<file path="src/rtl/pipe_stage_skid_pkg.sv">
// Shared types and constants for the skid-buffered pipeline stage.
package pipe_stage_pkg;

  localparam int PERF_CNT_W = 32;
  localparam int PIPE_MAX_W = 4096;

  typedef enum logic [1:0] {
    OCC_EMPTY = 2'd0,
    OCC_ONE   = 2'd1,
    OCC_FULL  = 2'd2
  } pipe_occ_e;

  // NOP payload: every bit zero; callers size-cast it to their payload width.
  function automatic logic [PIPE_MAX_W-1:0] bubble_payload(input int width);
    logic [PIPE_MAX_W-1:0] lane_mask;
    lane_mask = ~({PIPE_MAX_W{1'b1}} << width);
    return {PIPE_MAX_W{1'b0}} & lane_mask;
  endfunction

endpackage

</file>
<file path="src/rtl/pipe_stage_skid_sat_counter.sv">
// Saturating event counter with enable and asynchronous active-low clear.
module pipe_sat_counter
  import pipe_stage_pkg::*;
(
  input  logic                  clock,
  input  logic                  async_reset,
  input  logic                  inc_en,
  output logic [PERF_CNT_W-1:0] count
);

  // Sticks at all-ones instead of wrapping so long runs stay meaningful.
  always_ff @(posedge clock or negedge async_reset) begin
    if (!async_reset) begin
      count <= '0;
    end else if (inc_en && (count != {PERF_CNT_W{1'b1}})) begin
      count <= count + PERF_CNT_W'(1);
    end
  end

endmodule

</file>
<file path="src/rtl/pipe_stage_skid.sv">
// Valid/ready pipeline stage with a one-entry skid buffer and zeroed bubbles.
// Optional perf counters are built when PIPE_STAGE_SKID_PERF_EN is defined.
module pipe_stage_skid
  import pipe_stage_pkg::*;
#(
  parameter int WIDTH = 32
) (
  input  logic             clock,
  input  logic             async_reset,
  input  logic             sync_reset,
  input  logic             in_valid,
  output logic             in_ready,
  input  logic [WIDTH-1:0] in_data,
  output logic             out_valid,
  input  logic             out_ready,
  output logic [WIDTH-1:0] out_data
`ifdef PIPE_STAGE_SKID_PERF_EN
  ,
  output logic [PERF_CNT_W-1:0] stall_count,
  output logic [PERF_CNT_W-1:0] bubble_count
`endif
);

  localparam logic [WIDTH-1:0] BUBBLE = WIDTH'(bubble_payload(WIDTH));

  pipe_occ_e        occ_q, occ_d;
  logic [WIDTH-1:0] main_data_q, main_data_d;
  logic [WIDTH-1:0] skid_data_q, skid_data_d;
  logic             main_valid, skid_valid;
  logic             in_fire, out_fire;

  assign main_valid = (occ_q != OCC_EMPTY);
  assign skid_valid = (occ_q == OCC_FULL);
  assign in_ready   = ~skid_valid;
  assign out_valid  = main_valid;
  assign out_data   = main_data_q;
  assign in_fire    = in_valid & in_ready;
  assign out_fire   = out_valid & out_ready;

  always_ff @(posedge clock or negedge async_reset) begin
    if (!async_reset) begin
      occ_q       <= OCC_EMPTY;
      main_data_q <= BUBBLE;
      skid_data_q <= BUBBLE;
    end else begin
      occ_q       <= occ_d;
      main_data_q <= main_data_d;
      skid_data_q <= skid_data_d;
    end
  end

  // Every slot that empties is rewritten with BUBBLE so out_data is zero when idle.
  always_comb begin
    occ_d       = occ_q;
    main_data_d = main_data_q;
    skid_data_d = skid_data_q;
    if (!sync_reset) begin
      occ_d       = OCC_EMPTY;
      main_data_d = BUBBLE;
      skid_data_d = BUBBLE;
    end else begin
      unique case (occ_q)
        OCC_EMPTY: begin
          if (in_fire) begin
            main_data_d = in_data;
            occ_d       = OCC_ONE;
          end
        end
        OCC_ONE: begin
          if (out_fire && in_fire) begin
            main_data_d = in_data;
          end else if (out_fire) begin
            main_data_d = BUBBLE;
            occ_d       = OCC_EMPTY;
          end else if (in_fire) begin
            skid_data_d = in_data;
            occ_d       = OCC_FULL;
          end
        end
        OCC_FULL: begin
          if (out_fire) begin
            main_data_d = skid_data_q;
            skid_data_d = BUBBLE;
            occ_d       = OCC_ONE;
          end
        end
        default: begin
          occ_d       = OCC_EMPTY;
          main_data_d = BUBBLE;
          skid_data_d = BUBBLE;
        end
      endcase
    end
  end

`ifdef PIPE_STAGE_SKID_PERF_EN
  pipe_sat_counter u_stall_count (
    .clock       (clock),
    .async_reset (async_reset),
    .inc_en      (out_valid & ~out_ready),
    .count       (stall_count)
  );

  pipe_sat_counter u_bubble_count (
    .clock       (clock),
    .async_reset (async_reset),
    .inc_en      (~out_valid),
    .count       (bubble_count)
  );
`endif

endmodule

</file>
<file path="config.mk">
export PLATFORM = sky130hd
export DESIGN_NAME = pipe_stage_skid
export DESIGN_NICKNAME = d
export VERILOG_FILES = /design/src/rtl/pipe_stage_skid_pkg.sv /design/src/rtl/pipe_stage_skid_sat_counter.sv /design/src/rtl/pipe_stage_skid.sv
export SDC_FILE = /design/constraint.sdc
export NUM_CORES = 1
export LEC_CHECK = 0
export BUFFER_PORTS_ARGS = -buffer_cell sky130_fd_sc_hd__buf_2
export CORE_UTILIZATION = 40
export DETAILED_ROUTE_END_ITERATION = 8
export PLACE_DENSITY = 0.68
export SYNTH_ARGS = -nofsm -noshare
export SYNTH_HDL_FRONTEND = slang
export SYNTH_SLANG_ARGS = --single-unit
</file>
<file path="constraint.sdc">
create_clock -name clock -period 1.4 [get_ports clock]
set_input_delay 0.07 -clock clock [delete_from_list [all_inputs] [get_ports clock]]
set_output_delay 0.07 -clock clock [all_outputs]
set_load 0.05 [all_outputs]
</file>
==> flow_metrics.py <==
metrics = {
    "outcome": {
        "status": "finished, violations left",
        "violations": "setup timing",
    },
    "global_route": {
        "grt_usage": 0.205,
        "grt_pass1_vias": 2658,
        "antenna_found_initial": 0,
        "grt_overflow": 0,
        "grt_max_degree": 67,
        "met3_usage": 0.0679,
        "globalRoute.busiestLayer": "met2",
        "grt_pass1_wl_mm": 14.0,
        "grt_use_met2": 0.308,
        "use_met1": 0.288,
    },
    "synth": {
        "synth_top_area_cell": "dfrtp_1",
        "synth_nets": 314,
        "synth_top_area_share": 0.470,
        "synth_cell_type_count": 27,
        "syn_inst": 277,
        "ys_seq_elements": 66,
        "avgSynthCellArea_um2": 12.7,
        "yosysWarnings": 0,
        "synth_area_leaders": "dfrtp_1 (47%), mux2_4 (12%), mux2i_1 (9.7%)",
        "ys_seq_area_frac": 0.470,
        "syn-cell-area_mm2": 0.00352,
    },
    "pwr": {
        "comb_power_share": 0.266,
        "peakVddDrop_uv": 701,
        "internal-power_mw": 3.15,
        "p_leak_nw": 2.28,
        "power.total_mw": 4.70,
        "switchingPower_mw": 1.54,
        "swShare": 0.328,
        "p_clk_frac": 0.284,
        "power_density_mw_per_mm2": 1050,
        "power_frac_seq": 0.450,
    },
    "route": {
        "vias": 2700,
        "drtIter0Drc": 142,
        "drt-pass1-iter-count": 5,
        "routed_wl_mm": 9.17,
        "via_per_inst": 5.67,
        "route.detailed.drc": 0,
        "ant_nets": 0,
        "wire_per_inst_um": 19.3,
    },
    "setup_path": {
        "path_class": "flip-flop to flip-flop",
        "worstPathRequired_ns": 1.63,
        "cp-end-kind": "flip-flop",
        "cp.arrival_ns": 1.78,
        "r2r_end": "skid_data_q[22]",
        "crit_fanout": 5,
        "startpoint_type": "flip-flop",
        "reg2reg_slack_ns": -0.15,
        "reg2reg_depth": 6,
        "r2r_start": "occ_q[1]",
    },
    "clock_tree": {
        "path_clk_slew_ns": 0.07,
        "cts_num_sinks": 66,
        "root_buffer": "clkbuf_8",
        "cts_tree": "built",
        "cts_buffer_depth": 2,
        "numCtsBuffers": 9,
        "clock_latency_ns": 0.34,
        "htree_levels": 3,
    },
    "layout": {
        "nFillCells": 731,
        "nets": 404,
        "final_layout_size_suffix_gt1_frac": 0.434,
        "synthToLayoutAreaGrowth_pct": 27.3,
        "stdcell_count": 476,
        "antenna_cells": 0,
    },
    "timing": {
        "hold_viol_final": 0,
        "slew_viol_final": 0,
        "max_clock_freq_ghz": 0.644,
        "max_slew_margin": 0.760,
        "whs_ns": 0.0336,
        "worst_pin_slew_ns": 0.360,
        "final.period_utilization": 1.11,
        "period_minus_slack_ns": 1.55,
        "setup_slack_ns": -0.152,
        "clock_skew_ns": 0.00833,
        "rsz0062_at_grt": "yes",
        "setup_violations": 64,
    },
    "die": {
        "die-area_mm2": 0.00917,
        "fp.coreArea_mm2": 0.00834,
        "die_x_um": 95.8,
        "die_h_um": 95.8,
        "io-pin-count": 71,
        "start_util": 0.422,
        "row_count": 33,
    },
    "place": {
        "io_buffers": 70,
        "gp_congestion": 0.796,
        "placed_cells": 449,
        "dp_hpwl_mm": 5.47,
    },
    "hold_path": {
        "whs_endpoint": "skid_data_q[13]",
        "hold_start": "in_data[13]",
        "hold_path_depth": 3,
        "hold_class": "input port to flip-flop",
    },
    "run": {
        "cap_violations": 0,
    },
}
-- cell usage in the layout (no fill, tap or decap), types with 2 or more instances in the layout --
master,n
a22o_1,32
a21oi_1,2
dfrtp_2,2
dfrtp_1,64
clkinv_2,4
mux2_4,30
mux2i_1,33
clkbuf_8,9
o2bb2ai_1,32
buf_12,5
nor2_1,3
nand2_1,4
clkbuf_1,2
buf_6,14
buf_2,69
clkbuf_16,3
inv_1,2
and3_1,31
buf_4,14
-- cell usage after synthesis (all sizes together) --
library cell / count
dfrtp: 66
mux2i: 34
o2bb2ai: 33
a22o: 32
and3: 31
mux2: 31
buf: 18
clkbuf: 10
nand2: 4
nor2: 4
a21oi: 3
inv: 2
a32o: 1
and2: 1
and2b: 1
nand2b: 1
nand3: 1
nor2b: 1
o21a: 1
o21ai: 1
or2: 1
-- critical path, stage by stage (launching register included) --
cell,delay (ns)
dfrtp_2,0.47
buf_6,0.15
a21oi_4,0.14
o21ai_4,0.09
buf_12,0.15
clkbuf_16,0.16
mux2_4,0.30
-- what timing repair did --
item / CTS / global route
gates resized for setup: 12 / 13
buffers inserted: 2 / 3
cloned: 0 / 6
hold endpoints to repair: 66 / 0
pin swaps: 0 / 9
setup endpoints to repair: 65 / 65
hold buffers: 1 / 0
-- metal layers --
layer | share of wire | vias up | wire length (um)
met5 | 0 | - | 0
met4 | 0.0089 | 0 | 82
met3 | 0.061 | 8 | 562
met2 | 0.45 | 95 | 4140
met1 | 0.48 | 1361 | 4380
li1 | - | 1236 | -
-- kinds of logic (layout without fill, tap and decap cells) --
family	count (synthesis)	count (layout)	share of synthesized area
buf+inv	30	124	0.0512
flops	66	66	0.470
simple gates	45	45	0.0751
mux	65	65	0.227
compound gates	71	71	0.177
-- sequential cells by signal (all words and copies together), names as in the netlist --
signal       cells
out_data        32
skid_data_q     32
occ_q            2
-- through the flow --
step                setup slack [ns]  setup TNS (ns)   util  cell area [um^2]
finish                        -0.152           -7.66  0.537              4480
global route                  -0.190          -10.24  0.537              4480
CTS                          -0.0929           -4.08  0.514              4290
detailed placement            -0.118           -4.45  0.488              4070
global placement             -0.0246          -0.977  0.488              4070
floorplan                    0.00926               0      -              3520
-- final cells by class --
| type | instances | area (um^2) | area share |
|---|---|---|---|
| clock buffer | 11 | 131 | 0.0294 |
| clock inverter | 4 | 20.0 | 0.00447 |
| inverter | 2 | 7.51 | 0.00168 |
| multi-input combinational | 181 | 1720 | 0.385 |
| sequential | 66 | 1650 | 0.370 |
| tap | 105 | 131 | 0.0294 |
| timing repair buffer | 107 | 808 | 0.181 |
-- how the worst max path moves through the flow --
stage                  start               to  slack (ns)  depth (start not counted)
floorplan           occ_q[1]   skid_data_q[0]       0.009                          5
global placement    occ_q[1]     out_data[10]       -0.02                          5
detailed placement  occ_q[1]     out_data[19]       -0.12                          5
CTS                 occ_q[1]     out_data[18]       -0.09                          5
global route        occ_q[1]   skid_data_q[0]       -0.19                          6
finish              occ_q[1]  skid_data_q[22]       -0.15                          6
-- power groups by stage --
stage          Sequential [mW]  Combinational [mW]  Clock [mW]
6_report                  2.11                1.25        1.33
5_1_grt                   2.13                1.33        1.46
4_1_cts                   2.11                1.15        1.36
3_5_place_dp              2.14                1.12           0
3_3_place_gp              2.14                1.11           0
2_1_floorplan             2.40               0.499           0
Note: power is estimated with default switching activity, not from simulation.
